==> config.mk <==
export PLATFORM = sky130hd
export DESIGN_NAME = enemy_lane_controller_flat
export DESIGN_NICKNAME = d
export VERILOG_FILES = /design/src/rtl/enemy_lane_controller_if.sv /design/src/rtl/enemy_lane_controller.sv /design/src/flat_wrapper.sv
export SDC_FILE = /design/constraint.sdc
export NUM_CORES = 1
export LEC_CHECK = 0
export ABC_AREA = 1
export CORE_MARGIN = 1.5
export CORE_UTILIZATION = 61
export CTS_BUF_LIST = sky130_fd_sc_hd__clkbuf_8
export CTS_CLUSTER_DIAMETER = 100
export DETAILED_ROUTE_END_ITERATION = 8
export HOLD_SLACK_MARGIN = 0.15
export PLACE_DENSITY = 0.83
export SETUP_SLACK_MARGIN = 0.5
export SLEW_MARGIN = 20
export SYNTH_ARGS = -nofsm -noshare
export SYNTH_HDL_FRONTEND = slang
export SYNTH_SLANG_ARGS = --single-unit
==> constraint.sdc <==
create_clock -name clk -period 4.32 [get_ports clk]
set_input_delay 0.648 -clock clk [delete_from_list [all_inputs] [get_ports clk]]
set_output_delay 0.648 -clock clk [all_outputs]
set_load 0.005 [all_outputs]
==> src/rtl/enemy_lane_controller_if.sv <==
// enemy_lane_controller_if
//   Bundles the game-side controls and the lane/player status of the enemy
//   lane controller.
//   master: drives start, tick, fire_state, lane_sel; observes the status.
//   slave : the controller; consumes the controls and drives enemy_state,
//           enemy_flag, hit, attack, player_hp and kill_count.
interface enemy_lane_controller_if #(
    parameter int unsigned LANES = 3
);
    logic             start;
    logic             tick;
    logic [2:0]       fire_state;
    logic [LANES-1:0] lane_sel;
    logic [2:0]       enemy_state;
    logic [LANES-1:0] enemy_flag;
    logic [LANES-1:0] hit;
    logic [LANES-1:0] attack;
    logic [3:0]       player_hp;
    logic [7:0]       kill_count;

    modport master (
        output start, tick, fire_state, lane_sel,
        input  enemy_state, enemy_flag, hit, attack, player_hp, kill_count
    );

    modport slave (
        input  start, tick, fire_state, lane_sel,
        output enemy_state, enemy_flag, hit, attack, player_hp, kill_count
    );
endinterface

==> src/rtl/enemy_lane_controller.sv <==
// enemy_lane_controller
//   Runs LANES independent enemy lanes (spawn timer, health, attack timer),
//   resolves player shots against the lane the camera faces, and tracks
//   player health, game state and kills. Game time advances on bus.tick.
// Ports:
//   clk  - system clock
//   rst  - synchronous, active-high reset
//   bus  - slave side of enemy_lane_controller_if (controls in, status out)
module enemy_lane_controller #(
    parameter int unsigned LANES        = 3,
    parameter int unsigned HEALTH       = 3,
    parameter int unsigned SPAWN_BASE   = 5,
    parameter int unsigned SPAWN_STEP   = 3,
    parameter int unsigned ATTACK_TICKS = 4,
    parameter int unsigned PLAYER_HP    = 3,
    parameter int unsigned TIMER_W      = 6
) (
    input logic                     clk,
    input logic                     rst,
    enemy_lane_controller_if.slave  bus
);

    typedef enum logic [2:0] {
        StInit = 3'b001,
        StRun  = 3'b010,
        StOver = 3'b100
    } state_e;

    localparam logic [TIMER_W-1:0] TimerOne = TIMER_W'(1);

    state_e state_q, state_d;

    logic [TIMER_W-1:0] spawn_q [LANES];
    logic [TIMER_W-1:0] spawn_d [LANES];
    logic [TIMER_W-1:0] atk_q   [LANES];
    logic [TIMER_W-1:0] atk_d   [LANES];
    logic [3:0]         health_q [LANES];
    logic [3:0]         health_d [LANES];

    logic [LANES-1:0] flag_q, flag_d;
    logic [LANES-1:0] hit_q, hit_d;
    logic [LANES-1:0] attack_q, attack_d;
    logic [3:0]       hp_q, hp_d;
    logic [7:0]       kill_q, kill_d;
    logic             fired_q;

    logic run;
    logic launch;
    logic shot;
    logic sel_onehot;

    // ------------------------------------------------------------------
    // FSM: state register
    // ------------------------------------------------------------------
    always_ff @(posedge clk) begin
        if (rst) begin
            state_q <= StInit;
        end else begin
            state_q <= state_d;
        end
    end

    // FSM: next state. hp_d is the post-attack health, so OVER is entered
    // on the same edge that player_hp reaches zero.
    always_comb begin
        state_d = state_q;
        unique case (state_q)
            StInit:  if (bus.start) state_d = StRun;
            StRun:   if (hp_d == 4'd0) state_d = StOver;
            StOver:  if (bus.start) state_d = StInit;
            default: state_d = StInit;
        endcase
    end

    // FSM: outputs / control
    always_comb begin
        run             = (state_q == StRun);
        launch          = (state_q == StInit) && bus.start;
        bus.enemy_state = state_q;
    end

    // ------------------------------------------------------------------
    // Shot detection: a fire edge is a fresh 010; other codes clear history
    // ------------------------------------------------------------------
    always_comb begin
        sel_onehot = (bus.lane_sel != '0) &&
                     ((bus.lane_sel & (bus.lane_sel - LANES'(1))) == '0);
        shot       = (bus.fire_state == 3'b010) && !fired_q && sel_onehot;
    end

    // ------------------------------------------------------------------
    // Lane and player datapath
    // ------------------------------------------------------------------
    always_comb begin
        logic [3:0] n_atk;
        logic       killed;
        spawn_d  = spawn_q;
        atk_d    = atk_q;
        health_d = health_q;
        flag_d   = flag_q;
        hit_d    = '0;
        attack_d = '0;
        hp_d     = hp_q;
        kill_d   = kill_q;
        n_atk    = 4'd0;
        killed   = 1'b0;

        if (launch) begin
            for (int i = 0; i < int'(LANES); i++) begin
                spawn_d[i]  = TIMER_W'(SPAWN_BASE + i * SPAWN_STEP);
                atk_d[i]    = '0;
                health_d[i] = 4'd0;
            end
            flag_d = '0;
            hp_d   = 4'(PLAYER_HP);
            kill_d = 8'd0;
        end else if (run) begin
            for (int i = 0; i < int'(LANES); i++) begin
                killed = 1'b0;
                if (flag_q[i]) begin
                    // Hit first; a killing hit suppresses this lane's attack.
                    if (shot && bus.lane_sel[i]) begin
                        hit_d[i]    = 1'b1;
                        health_d[i] = health_q[i] - 4'd1;
                        if (health_q[i] == 4'd1) begin
                            killed     = 1'b1;
                            flag_d[i]  = 1'b0;
                            spawn_d[i] = TIMER_W'(SPAWN_BASE);
                            if (kill_q != 8'hFF) kill_d = kill_q + 8'd1;
                        end
                    end
                    if (!killed && bus.tick) begin
                        if (atk_q[i] == TimerOne) begin
                            attack_d[i] = 1'b1;
                            atk_d[i]    = TIMER_W'(ATTACK_TICKS);
                            n_atk       = n_atk + 4'd1;
                        end else if (atk_q[i] != '0) begin
                            atk_d[i] = atk_q[i] - TimerOne;
                        end
                    end
                end else if (bus.tick) begin
                    if (spawn_q[i] == TimerOne) begin
                        flag_d[i]   = 1'b1;
                        health_d[i] = 4'(HEALTH);
                        atk_d[i]    = TIMER_W'(ATTACK_TICKS);
                    end else if (spawn_q[i] != '0) begin
                        spawn_d[i] = spawn_q[i] - TimerOne;
                    end
                end
            end
            hp_d = (n_atk >= hp_q) ? 4'd0 : hp_q - n_atk;
            // Entering OVER: all enemies vanish.
            if (hp_d == 4'd0) flag_d = '0;
        end
    end

    always_ff @(posedge clk) begin
        if (rst) begin
            for (int i = 0; i < int'(LANES); i++) begin
                spawn_q[i]  <= '0;
                atk_q[i]    <= '0;
                health_q[i] <= 4'd0;
            end
            flag_q   <= '0;
            hit_q    <= '0;
            attack_q <= '0;
            hp_q     <= 4'(PLAYER_HP);
            kill_q   <= 8'd0;
            fired_q  <= 1'b0;
        end else begin
            spawn_q  <= spawn_d;
            atk_q    <= atk_d;
            health_q <= health_d;
            flag_q   <= flag_d;
            hit_q    <= hit_d;
            attack_q <= attack_d;
            hp_q     <= hp_d;
            kill_q   <= kill_d;
            fired_q  <= (bus.fire_state == 3'b010);
        end
    end

    assign bus.enemy_flag = flag_q;
    assign bus.hit        = hit_q;
    assign bus.attack     = attack_q;
    assign bus.player_hp  = hp_q;
    assign bus.kill_count = kill_q;

endmodule

==> src/flat_wrapper.sv <==
// flat-port wrapper written by rule: the top's interface ports become plain ports
module enemy_lane_controller_flat 
#(
    parameter int unsigned LANES        = 3,
    parameter int unsigned HEALTH       = 3,
    parameter int unsigned SPAWN_BASE   = 5,
    parameter int unsigned SPAWN_STEP   = 3,
    parameter int unsigned ATTACK_TICKS = 4,
    parameter int unsigned PLAYER_HP    = 3,
    parameter int unsigned TIMER_W      = 6
)
  (clk, rst, bus_start, bus_tick, bus_fire_state, bus_lane_sel, bus_enemy_state, bus_enemy_flag, bus_hit, bus_attack, bus_player_hp, bus_kill_count);
  enemy_lane_controller_if #(.LANES(LANES)) bus_i ();
  input logic clk;
  input logic rst;
  input wire logic [$bits(bus_i.start)-1:0] bus_start;
  input wire logic [$bits(bus_i.tick)-1:0] bus_tick;
  input wire logic [$bits(bus_i.fire_state)-1:0] bus_fire_state;
  input wire logic [$bits(bus_i.lane_sel)-1:0] bus_lane_sel;
  output wire logic [$bits(bus_i.enemy_state)-1:0] bus_enemy_state;
  output wire logic [$bits(bus_i.enemy_flag)-1:0] bus_enemy_flag;
  output wire logic [$bits(bus_i.hit)-1:0] bus_hit;
  output wire logic [$bits(bus_i.attack)-1:0] bus_attack;
  output wire logic [$bits(bus_i.player_hp)-1:0] bus_player_hp;
  output wire logic [$bits(bus_i.kill_count)-1:0] bus_kill_count;
  assign bus_i.start = bus_start;
  assign bus_i.tick = bus_tick;
  assign bus_i.fire_state = bus_fire_state;
  assign bus_i.lane_sel = bus_lane_sel;
  assign bus_enemy_state = bus_i.enemy_state;
  assign bus_enemy_flag = bus_i.enemy_flag;
  assign bus_hit = bus_i.hit;
  assign bus_attack = bus_i.attack;
  assign bus_player_hp = bus_i.player_hp;
  assign bus_kill_count = bus_i.kill_count;
  enemy_lane_controller #(.LANES(LANES), .HEALTH(HEALTH), .SPAWN_BASE(SPAWN_BASE), .SPAWN_STEP(SPAWN_STEP), .ATTACK_TICKS(ATTACK_TICKS), .PLAYER_HP(PLAYER_HP), .TIMER_W(TIMER_W)) u_core (.clk(clk), .rst(rst), .bus(bus_i));
endmodule
After elaboration in Yosys (flattened, before gate mapping)
Cells that the tools add are included.
{"block": "word_totals", "regBits": 73, "inputBits": 10, "output_inout_bits": 24, "elab_cells": 268}
{"block": "op_classes", "addsub": 14, "order_cmp": 1, "n_eq_ne": 41, "muxes": 121, "bitwise": 8, "n_reduce_logical": 60}
{"op": "6-bit two-way mux", "count": 36}
{"op": "4-bit two-way mux", "count": 29}
{"op": "8-bit two-way mux", "count": 12}
{"op": "1-bit two-way mux", "count": 37}
{"op": "6-bit by 1-bit equality test with 1-bit output (second input constant)", "count": 6}
{"op": "6-bit AND reduction", "count": 6}
{"op": "6-bit nonzero test", "count": 6}
{"op": "6-bit by 1-bit subtractor with 6-bit output (second input constant)", "count": 6}
{"op": "15-bit two-way mux", "count": 2}
{"op": "3-bit inequality test (second input constant)", "count": 9}
{"op": "2-bit inequality test (second input constant)", "count": 12}
{"op": "3-bit nonzero test", "count": 7}
{"op": "2-bit nonzero test", "count": 10}
{"op": "5-bit AND reduction", "count": 3}
{"op": "5-bit OR reduction", "count": 3}
{"op": "4-bit by 1-bit equality test with 1-bit output (second input constant)", "count": 3}
{"op": "3-bit two-way mux", "count": 4}
{"op": "4-bit AND reduction", "count": 3}
{"op": "4-bit OR reduction", "count": 3}
{"op": "4-bit by 1-bit subtractor with 4-bit output (second input constant)", "count": 3}
{"op": "1-bit logical AND", "count": 10}
{"op": "3-bit by 1-bit inequality test with 1-bit output (second input constant)", "count": 3}
{"op": "3-bit case mux with 3 select lines", "count": 1}
{"op": "4-bit by 1-bit adder with 4-bit output (second input constant)", "count": 2}
{"op": "16 further kinds", "count": 29}

Depth between registers and ports, before layout
{"block": "logic_depth", "word_depth": 35, "ltp_mapped": 24, "depth_no_buf": 24}

Least setup slack after synthesis
OpenSTA, ideal clock, no wires.
{"block": "synth_path", "path_type": "input-to-reg", "from": "input bus_lane_sel[0]", "to": "register u_core.state_q[1] (netlist: u_core.bus.enemy_state[1])", "setup_time_ps": 132, "arrival_ps": 3330, "required_ps": 4188, "slack_ps": 858, "path_stages": 21, "cell_sequence": "nor2_2 -> nand2_1 -> nand2_2 -> nor2_4 -> nand3_1 -> nand4_1 -> inv_1 -> ha_1 -> o21ai_0 -> inv_1 -> ha_1 -> o21ai_0 -> ha_1 -> nand2_1 -> o21ai_0 -> a21oi_1 -> o21ai_0 -> o21ai_0 -> nand3_1 -> nand2_1 -> a21oi_1"}
{"block": "synth_via", "elab_chain_len": 35, "word_cells_on_any_way": 51, "cone_classes": "add/sub: 4; order compare: 1; eq/ne: 1; mux: 29; bitwise: 1; reduce/logical: 15"}
{"item": "start: declaration", "line_no": "flat_wrapper.sv:19", "rtl": "input wire logic [$bits(bus_i.lane_sel)-1:0] bus_lane_sel;"}
{"item": "3-bit by 1-bit subtractor with 3-bit output", "line_no": "enemy_lane_controller.sv:87", "rtl": "((bus.lane_sel & (bus.lane_sel - LANES'(1))) == '0);"}
{"item": "3-bit AND", "line_no": "enemy_lane_controller.sv:87"}
{"item": "3-bit zero test", "line_no": "enemy_lane_controller.sv:87"}
{"item": "1-bit logical AND", "line_no": "enemy_lane_controller.sv:86", "rtl": "sel_onehot = (bus.lane_sel != '0) &&"}
{"item": "1-bit logical AND", "line_no": "enemy_lane_controller.sv:88", "rtl": "shot = (bus.fire_state == 3'b010) && !fired_q && sel_onehot;"}
{"item": "1-bit logical AND", "line_no": "enemy_lane_controller.sv:122", "rtl": "if (shot && bus.lane_sel[i]) begin"}
{"item": "1-bit two-way mux", "line_no": "enemy_lane_controller.sv:122"}
{"item": "1-bit two-way mux", "line_no": "enemy_lane_controller.sv:120", "rtl": "if (flag_q[i]) begin"}
{"item": "(+19 left out)"}
{"item": "4-bit two-way mux (*)", "line_no": "enemy_lane_controller.sv:108", "rtl": "if (launch) begin"}
{"item": "4-bit subtractor or 4-bit greater-or-equal comparator (tied branches)", "line_no": "enemy_lane_controller.sv:151", "rtl": "hp_d = (n_atk >= hp_q) ? 4'd0 : hp_q - n_atk;"}
{"item": "4-bit two-way mux (*)", "line_no": "enemy_lane_controller.sv:151"}
{"item": "4-bit two-way mux (*)", "line_no": "enemy_lane_controller.sv:117", "rtl": "end else if (run) begin"}
{"item": "4-bit two-way mux (*)", "line_no": "enemy_lane_controller.sv:108"}
{"item": "4-bit zero test (*)", "line_no": "enemy_lane_controller.sv:69", "rtl": "StRun: if (hp_d == 4'd0) state_d = StOver;"}
{"item": "2-bit inequality test (no line) (*)"}
{"item": "3-bit AND reduction (no line) (*)"}
{"item": "end signal: assignment", "line_no": "enemy_lane_controller.sv:57", "rtl": "state_q <= StInit;"}
{"item": "end signal: assignment", "line_no": "enemy_lane_controller.sv:59", "rtl": "state_q <= state_d;"}
{"item": "end: declaration", "line_no": "enemy_lane_controller.sv:31", "rtl": "state_e state_q, state_d;"}
Mark *: on every way between the ends. The rest lies on a longest branch, timed or not. The select of a mux whose other input is x is not followed.
A chain may end at the register's enable or synchronous reset.

Worst setup path in the final report
{"block": "layout_path", "from": "input bus_fire_state[2]", "to": "register u_core.flag_q[2] (netlist: u_core.bus.enemy_flag[2])"}
{"block": "layout_via", "elab_chain_len": 30, "word_cells_on_any_way": 47, "cone_classes": "add/sub: 3; order compare: 1; eq/ne: 1; mux: 30; reduce/logical: 12"}
{"item": "start: declaration", "line_no": "flat_wrapper.sv:18", "rtl": "input wire logic [$bits(bus_i.fire_state)-1:0] bus_fire_state;"}
{"item": "3-bit by 2-bit equality test with 1-bit output (*)", "line_no": "enemy_lane_controller.sv:88"}
{"item": "1-bit logical AND (*) (2 in series)", "line_no": "enemy_lane_controller.sv:88"}
{"item": "1-bit logical AND", "line_no": "enemy_lane_controller.sv:122"}
{"item": "1-bit two-way mux", "line_no": "enemy_lane_controller.sv:122"}
{"item": "1-bit two-way mux", "line_no": "enemy_lane_controller.sv:120"}
{"item": "1-bit two-way mux", "line_no": "enemy_lane_controller.sv:117"}
{"item": "1-bit two-way mux", "line_no": "enemy_lane_controller.sv:108"}
{"item": "1-bit zero test", "line_no": "enemy_lane_controller.sv:132", "rtl": "if (!killed && bus.tick) begin"}
{"item": "(+13 left out)"}
{"item": "4-bit two-way mux", "line_no": "enemy_lane_controller.sv:132"}
{"item": "4-bit two-way mux", "line_no": "enemy_lane_controller.sv:120"}
{"item": "4-bit two-way mux", "line_no": "enemy_lane_controller.sv:117"}
{"item": "4-bit two-way mux", "line_no": "enemy_lane_controller.sv:108"}
{"item": "4-bit subtractor or 4-bit greater-or-equal comparator (tied branches)", "line_no": "enemy_lane_controller.sv:151"}
{"item": "4-bit two-way mux", "line_no": "enemy_lane_controller.sv:151"}
{"item": "4-bit zero test", "line_no": "enemy_lane_controller.sv:153", "rtl": "if (hp_d == 4'd0) flag_d = '0;"}
{"item": "3-bit two-way mux (*)", "line_no": "enemy_lane_controller.sv:153"}
{"item": "end signal: assignment", "line_no": "enemy_lane_controller.sv:174", "rtl": "flag_q <= flag_d;"}
{"item": "end: declaration", "line_no": "enemy_lane_controller.sv:40", "rtl": "logic [LANES-1:0] flag_q, flag_d;"}
Marked as above.

==> impl_results.md <==
- Status: complete, no violations
- Hold Path Origin: u_core.spawn_q[8]
- Switch share: 30.1%
- Clock-pin slew on the worst setup and hold paths: 80 ps
- Unrepaired setup endpoints after global routing: false
- Rel. slew slack: 33.3%
- Launching element type of the critical path: input pin
- Tightest Pin Transition: 1000 ps
- CTS sink cnt: 73
- Share of layout cells above drive strength 1: 11.7%
- Hold Buf Count CTS: 0
- M2 GR Usage: 49.7%
- Final setup fails: 0
- Non-Filler Instances: 814
- Core footprint: 7290 sq um
- Share of the clock period used by the worst path after layout: 85.3%
- Number of antenna cells inserted: 0
- Depth of the worst register-to-register path: 21
- Clock network power share: 33.5%
- Antenna violations before repair: 0
- DR pass1 iterations: 5
- Endpoint of the lowest-slack register-to-register path: u_core.bus.enemy_flag[2]
- Number of buffers created by CTS: 9
- Post-synthesis area per instance: 6.85 sq um
- Core Util, Final: 72.8%
- Critical path required time: 4530 ps
- Post-synthesis register bit count: 73
- Top FF cell, synth: dfxtp_1
- Area delta synth->final: 15.1%
- Final worst slack: 633 ps
- Die Area: 8090 sq um
- GPL Wtd Cong: 0.905
- End point of the worst hold path: u_core.spawn_q[8]
- Number of standard cells after synthesis: 673
- DRC violation count after routing: 0
- Pre-CTS setup slack: -134 ps
- Site row count: 31
- Ports: 34
- Count of flip-flops with a built-in enable after synthesis: 0
- Worst-case vdd ir drop: 0.162 mV
- Worst hold path depth: 2
- NumNets Final: 747
- Kind of critical path: in2reg
- Most used routing layer: met2
- Count of distinct cell types in the synthesized netlist: 42
- First-pass GRT wire length: 18700 um
- Largest buffer count on any clock path: 2
- Total wire length after detailed routing: 11000 um
- R2R Path Start: u_core.health_q[9]
- Max Clock Freq: 271 MHz
- Final Max Slew Viols: 0
- Proportion of synthesized chip area in sequential cells: 31.7%
- Time the final worst path needs with I/O delays and setup: 3690 ps
- Gr usage total: 27.8%
- Yosys synthesis warning count: 0
- Cell Pwr Density: 274 nW/um^2
- Total congestion overflow: 0
- Wirelength per Cell: 13.5 um
- Post-detail-place hpwl: 7920 um
- Number of failing hold endpoints at the final stage: 0
- Number of global-route vias before repair: 4324
- Ys async rst share: 0%
- Seq pwr share: 48.6%
- Met1 capacity usage during global routing: 32.3%
- Worst Hold Class: reg2reg
- I/O Buffers: 33
- Mapped Area: 4610 sq um
- Initial core utilization: 63.3%
- Die span in y: 90.0 um
- Clock insertion delay at the later pin of the skew report: 360 ps
- Hold slack final: 469 ps
- Cell internal pwr: 0.00102 W
- Switching component of the power: 0.000439 W
- LEAKAGE: 2.40 nW
- Root buffer selected by CTS: clkbuf_8
- Number of DRC violations after detailed-routing iteration 0: 268
- Met3 usage: 4.99%
- Per-cell via count in the routed design: 5.54
- FF-to-FF setup slack: 940 ps
- Detail Route Antenna Nets: 0
- Part of the total power dissipated in combinational logic: 17.9%
- Area of combinational cells with multiple inputs: 2770 sq um
- Maximum number of pins on one net before global-route repair: 30
- Critical path capture point type: flop
- Level count of the clock H-tree: 3
- Max Fanout on Critical Path: 4
- Clock tree from TritonCTS: yes
- Number of fill cells in the layout: 616
- Net count after synthesis: 709
- Overall power: 0.00146 W
- Area occupied by registers: 1460 sq um
- WP data arrival: 3890 ps
- Placed instance count: 796
- Horiz. Die Dim: 90.0 um
- Clock skew: 11.4 ps
- Number of vias after detailed routing: 4511
- Max Cap Violations: 0
==> synth_stat cells (5+ instances only) <==
cell type	count	share of area, %
nand3_1	41	4.4
nor2_1	78	6.3
o21ai_0	33	3.6
nor3_1	18	2.0
or2_2	5	0.68
buf_2	6	0.65
nand2_1	149	12
ha_1	25	6.8
nand2_2	11	1.5
dfxtp_1	73	32
nand4_1	16	2.2
clkbuf_1	7	0.57
xor2_1	17	3.2
inv_1	87	7.1
xnor2_1	7	1.3
a21oi_1	46	5.0
==> metal layers <==
layer  part of all wire, %  vias up
li1                      -     2234
met1                    42     2084
met2                    50      160
met3                   5.4       33
met4                   2.9        0
met5                     0        -
==> kinds of logic after synthesis <==
family          after synthesis  synth area share [%]
compound gates              101                  12.4
xor+xnor                     24                  4.56
fa+ha+maj                    26                  7.21
buf+inv                     111                  9.71
flops                        73                  31.7
simple gates                338                  34.4
==> area by class of cell <==
cell class | count | share of cell area (%)
inverter | 94 | 6.74
sequential | 73 | 27.5
clock buffer | 11 | 2.85
timing repair buffer | 44 | 7.96
tap | 99 | 2.33
clock inverter | 4 | 0.400
multi-input combinational | 489 | 52.2
==> worst max-delay path by stage <==
stage	startpoint	to	slack, ps	depth (start not counted)
after floorplan	bus_lane_sel[0]	u_core.bus.enemy_state[1]	860	21
after global placement	bus_fire_state[1]	u_core.bus.enemy_flag[2]	130	22
after detailed placement	bus_fire_state[1]	u_core.bus.enemy_flag[2]	-130	22
after CTS	bus_fire_state[1]	u_core.bus.enemy_flag[0]	510	22
after global routing	bus_fire_state[2]	u_core.bus.enemy_flag[1]	460	21
final	bus_fire_state[2]	u_core.bus.enemy_flag[2]	630	21
==> cells in the final DEF, fill, tap and decap left out, types with 3 or more instances in the layout <==
master,n
nand2_1,145
inv_1,89
nor2_1,77
dfxtp_1,73
a21oi_1,46
nand3_1,36
clkdlybuf4s50_1,29
o21ai_0,27
ha_1,24
nor3_1,18
xor2_1,17
nand4_1,16
nand2_2,15
clkbuf_8,11
buf_4,11
nand3_2,8
o21ai_1,7
xnor2_1,7
or2_2,5
inv_2,4
o21ai_2,4
nand3_4,4
o211ai_1,4
dlymetal6s2s_1,4
nor2_4,3
nand2_4,3
a21oi_4,3
a31oi_1,3
==> stage by stage <==
step	setup TNS (ps)	cell area [sq um]
final	0	5310
after CTS	0	5220
after global routing	0	5310
after global placement	0	5040
after floorplan	0	4610
after detailed placement	-599	5040
==> power by group through the flow <==
stage | clock (W) | combinational (W) | sequential, W
5_1_grt | 0.000514 | 0.000289 | 0.000711
3_5_place_dp | 0 | 0.000248 | 0.000723
3_3_place_gp | 0 | 0.000239 | 0.000722
2_1_floorplan | 0 | 0.000180 | 0.000722
4_1_cts | 0.000488 | 0.000250 | 0.000708
6_report | 0.000488 | 0.000261 | 0.000709
==> state kept, by name, indices dropped and copies added (netlist names) <==
| name | count |
|---|---|
| u_core.atk_q | 18 |
| u_core.bus.enemy_flag | 3 |
| u_core.health_q | 12 |
| u_core.bus.player_hp | 4 |
| u_core.spawn_q | 18 |
| u_core.bus.hit | 3 |
| u_core.fired_q | 1 |
| u_core.bus.enemy_state | 3 |
| u_core.bus.attack | 3 |
| u_core.bus.kill_count | 8 |
==> worst max-delay path, cell delays in order <==
cell and delay (ps):
clkdlybuf4s50_1 440, nor2_2 130, nand4_1 140, nor2_4 150, nand3_2 70, nand4_1 120, inv_1 90, ha_4 220
o21ai_2 120, inv_1 50, ha_1 280, o21ai_2 200, ha_1 270, nand2_2 80, o21ai_0 80, a21oi_1 200
o21ai_1 130, o21ai_2 110, nand3_2 180, nand3_2 100, a21oi_1 70
==> timing repair <==
action | 4_1_cts | 5_1_grt
cloned | 0 | 0
gates resized for setup | 5 | 21
buffers inserted | 0 | 3
setup endpoints to repair | 5 | 6
pin swaps | 3 | 9
Note: power is estimated with default switching activity, not from simulation.
==> edit (same flow settings) <==
Make the reset (`rst`) asynchronous in 2 clocked blocks. Comments in the files are not updated.
--- a/src/rtl/enemy_lane_controller.sv
+++ b/src/rtl/enemy_lane_controller.sv
@@ -53,5 +53,5 @@
     // FSM: state register
     // ------------------------------------------------------------------
-    always_ff @(posedge clk) begin
+    always_ff @(posedge clk or posedge rst) begin
         if (rst) begin
             state_q <= StInit;
@@ -155,5 +155,5 @@
     end
 
-    always_ff @(posedge clk) begin
+    always_ff @(posedge clk or posedge rst) begin
         if (rst) begin
             for (int i = 0; i < int'(LANES); i++) begin
Formal check against the unedited RTL: differs if rst is asserted again (counterexample within 4 cycles, from zero or initial values and one cycle with rst high); with rst held inactive, the same outputs for 4 cycles.
==> edit against the unedited design <==
- global-route usage grew 0.11 points
- critical endpoint is now u_core.bus.enemy_flag[1]$_DFFE_PP0P_
- final area grew 6.5%
- setup slack gained 170 ps
- die area grew 7.7%
- critical path depth grew 1
- final cell count shrank 0.61%
- critical path type unchanged
- routed wire length grew 4.0%
- sequential cell count is the same
- synthesized area grew 7.9%
Power is not compared: it rests on default switching activity, and its combinational part moved more than twofold at a synthesized area within 25%.
==> edit: results (changes against the unedited design) <==
- finished, final reports clean — status, unchanged
- 0.06683 — adder and majority gate portion of the synthesized area, was 0.07215
- 634 — number of inserted filler cells in the final layout, was 616
- 0.1146 — share of post-route cells with drive strength above 1, was 0.1175
- 477 — comb_multi_in, was 489
- 0.04045 — xor/xnor cell area share of the yosys netlist, was 0.04557
- 50 — pin count of the biggest net entering global routing, was 30
- 10 — count of clock-net buffers in the final layout, was 11
- 102 — tap cell instance count, was 99
- 6 — # resized after CTS, was 5
- 0.3676 — post-synthesis sequential area ratio, was 0.3168
- 840 ps — worst-case register-to-register setup slack, was 940 ps
- 5.904 mm — Detail Route met2 WL, was 5.482 mm
- 2720 um2 — area of the multi-input gates, was 2773 um2
- u_core.atk_q[13]$_DFFE_PP0P_ — startpoint of the most critical register-to-register path, was u_core.health_q[9]$_SDFFE_PP0P_
- 521.1 ps — Hold Slack, was 469.1 ps
- u_core.spawn_q[13]$_DFFE_PP0P_ — worst min-delay path endpoint, was u_core.spawn_q[8]$_SDFFE_PP0P_
- sky130_fd_sc_hd__dfrtp_1 35%, sky130_fd_sc_hd__nand2_1 11%, sky130_fd_sc_hd__inv_1 6.7%, sky130_fd_sc_hd__ha_1 6.3%, sky130_fd_sc_hd__nand3_1 6.1% — top cells by area, synth, was sky130_fd_sc_hd__dfxtp_1 32%, sky130_fd_sc_hd__nand2_1 12%, sky130_fd_sc_hd__inv_1 7.1%, sky130_fd_sc_hd__ha_1 6.8%, sky130_fd_sc_hd__nor2_1 6.3%
- 7.426 ps — maximum clock skew at final layout, was 11.41 ps
- 4.825 mm — detailed-route wire length on metal 1, was 4.623 mm
- 360 ps — maximum single-stage delay on the critical path, was 440 ps
- 11.46 mm — drt total wl, was 11.02 mm
- 4550 — detailed-route via count, was 4511
- 98 — number of ordinary inverters in the final layout, was 94
- 5415 um2 — placed standard-cell area, was 5037 um2
- 738 — post-layout net count, was 747
- u_core.bus.enemy_flag[1]$_DFFE_PP0P_ — end of the critical path, was u_core.bus.enemy_flag[2]$_SDFFE_PP0P_
- 44 — Netlist cell types, was 42
- 3790 ps — data arrival time of the worst path, was 3890 ps
[edit: cell count changes in the layout (fill, tap and decap cells not counted), moves of 6 or more]
cell / before / now
sky130_fd_sc_hd__a21oi_1: 46 / 12
sky130_fd_sc_hd__nor2_1: 77 / 52
sky130_fd_sc_hd__dfxtp_1: 73 / 0
sky130_fd_sc_hd__o21ai_0: 27 / 46
sky130_fd_sc_hd__dfrtp_1: 0 / 70
sky130_fd_sc_hd__nand3_1: 36 / 60
sky130_fd_sc_hd__nand3b_1: 0 / 6
[edit: per-stage QoR]
stage          total power [mW]  cells  TNS, ps  utilization  setup WS (ps)
2_1_floorplan             2.188    661        0            -          692.5
3_3_place_gp              2.421    791        0       0.6936          141.2
3_5_place_dp              2.499    791   -167.0       0.6936         -47.79
4_1_cts                   3.027    807        0       0.7181          500.1
5_1_grt                   3.304    809        0       0.7242          500.0
6_report                  3.037    809        0       0.7242          801.3
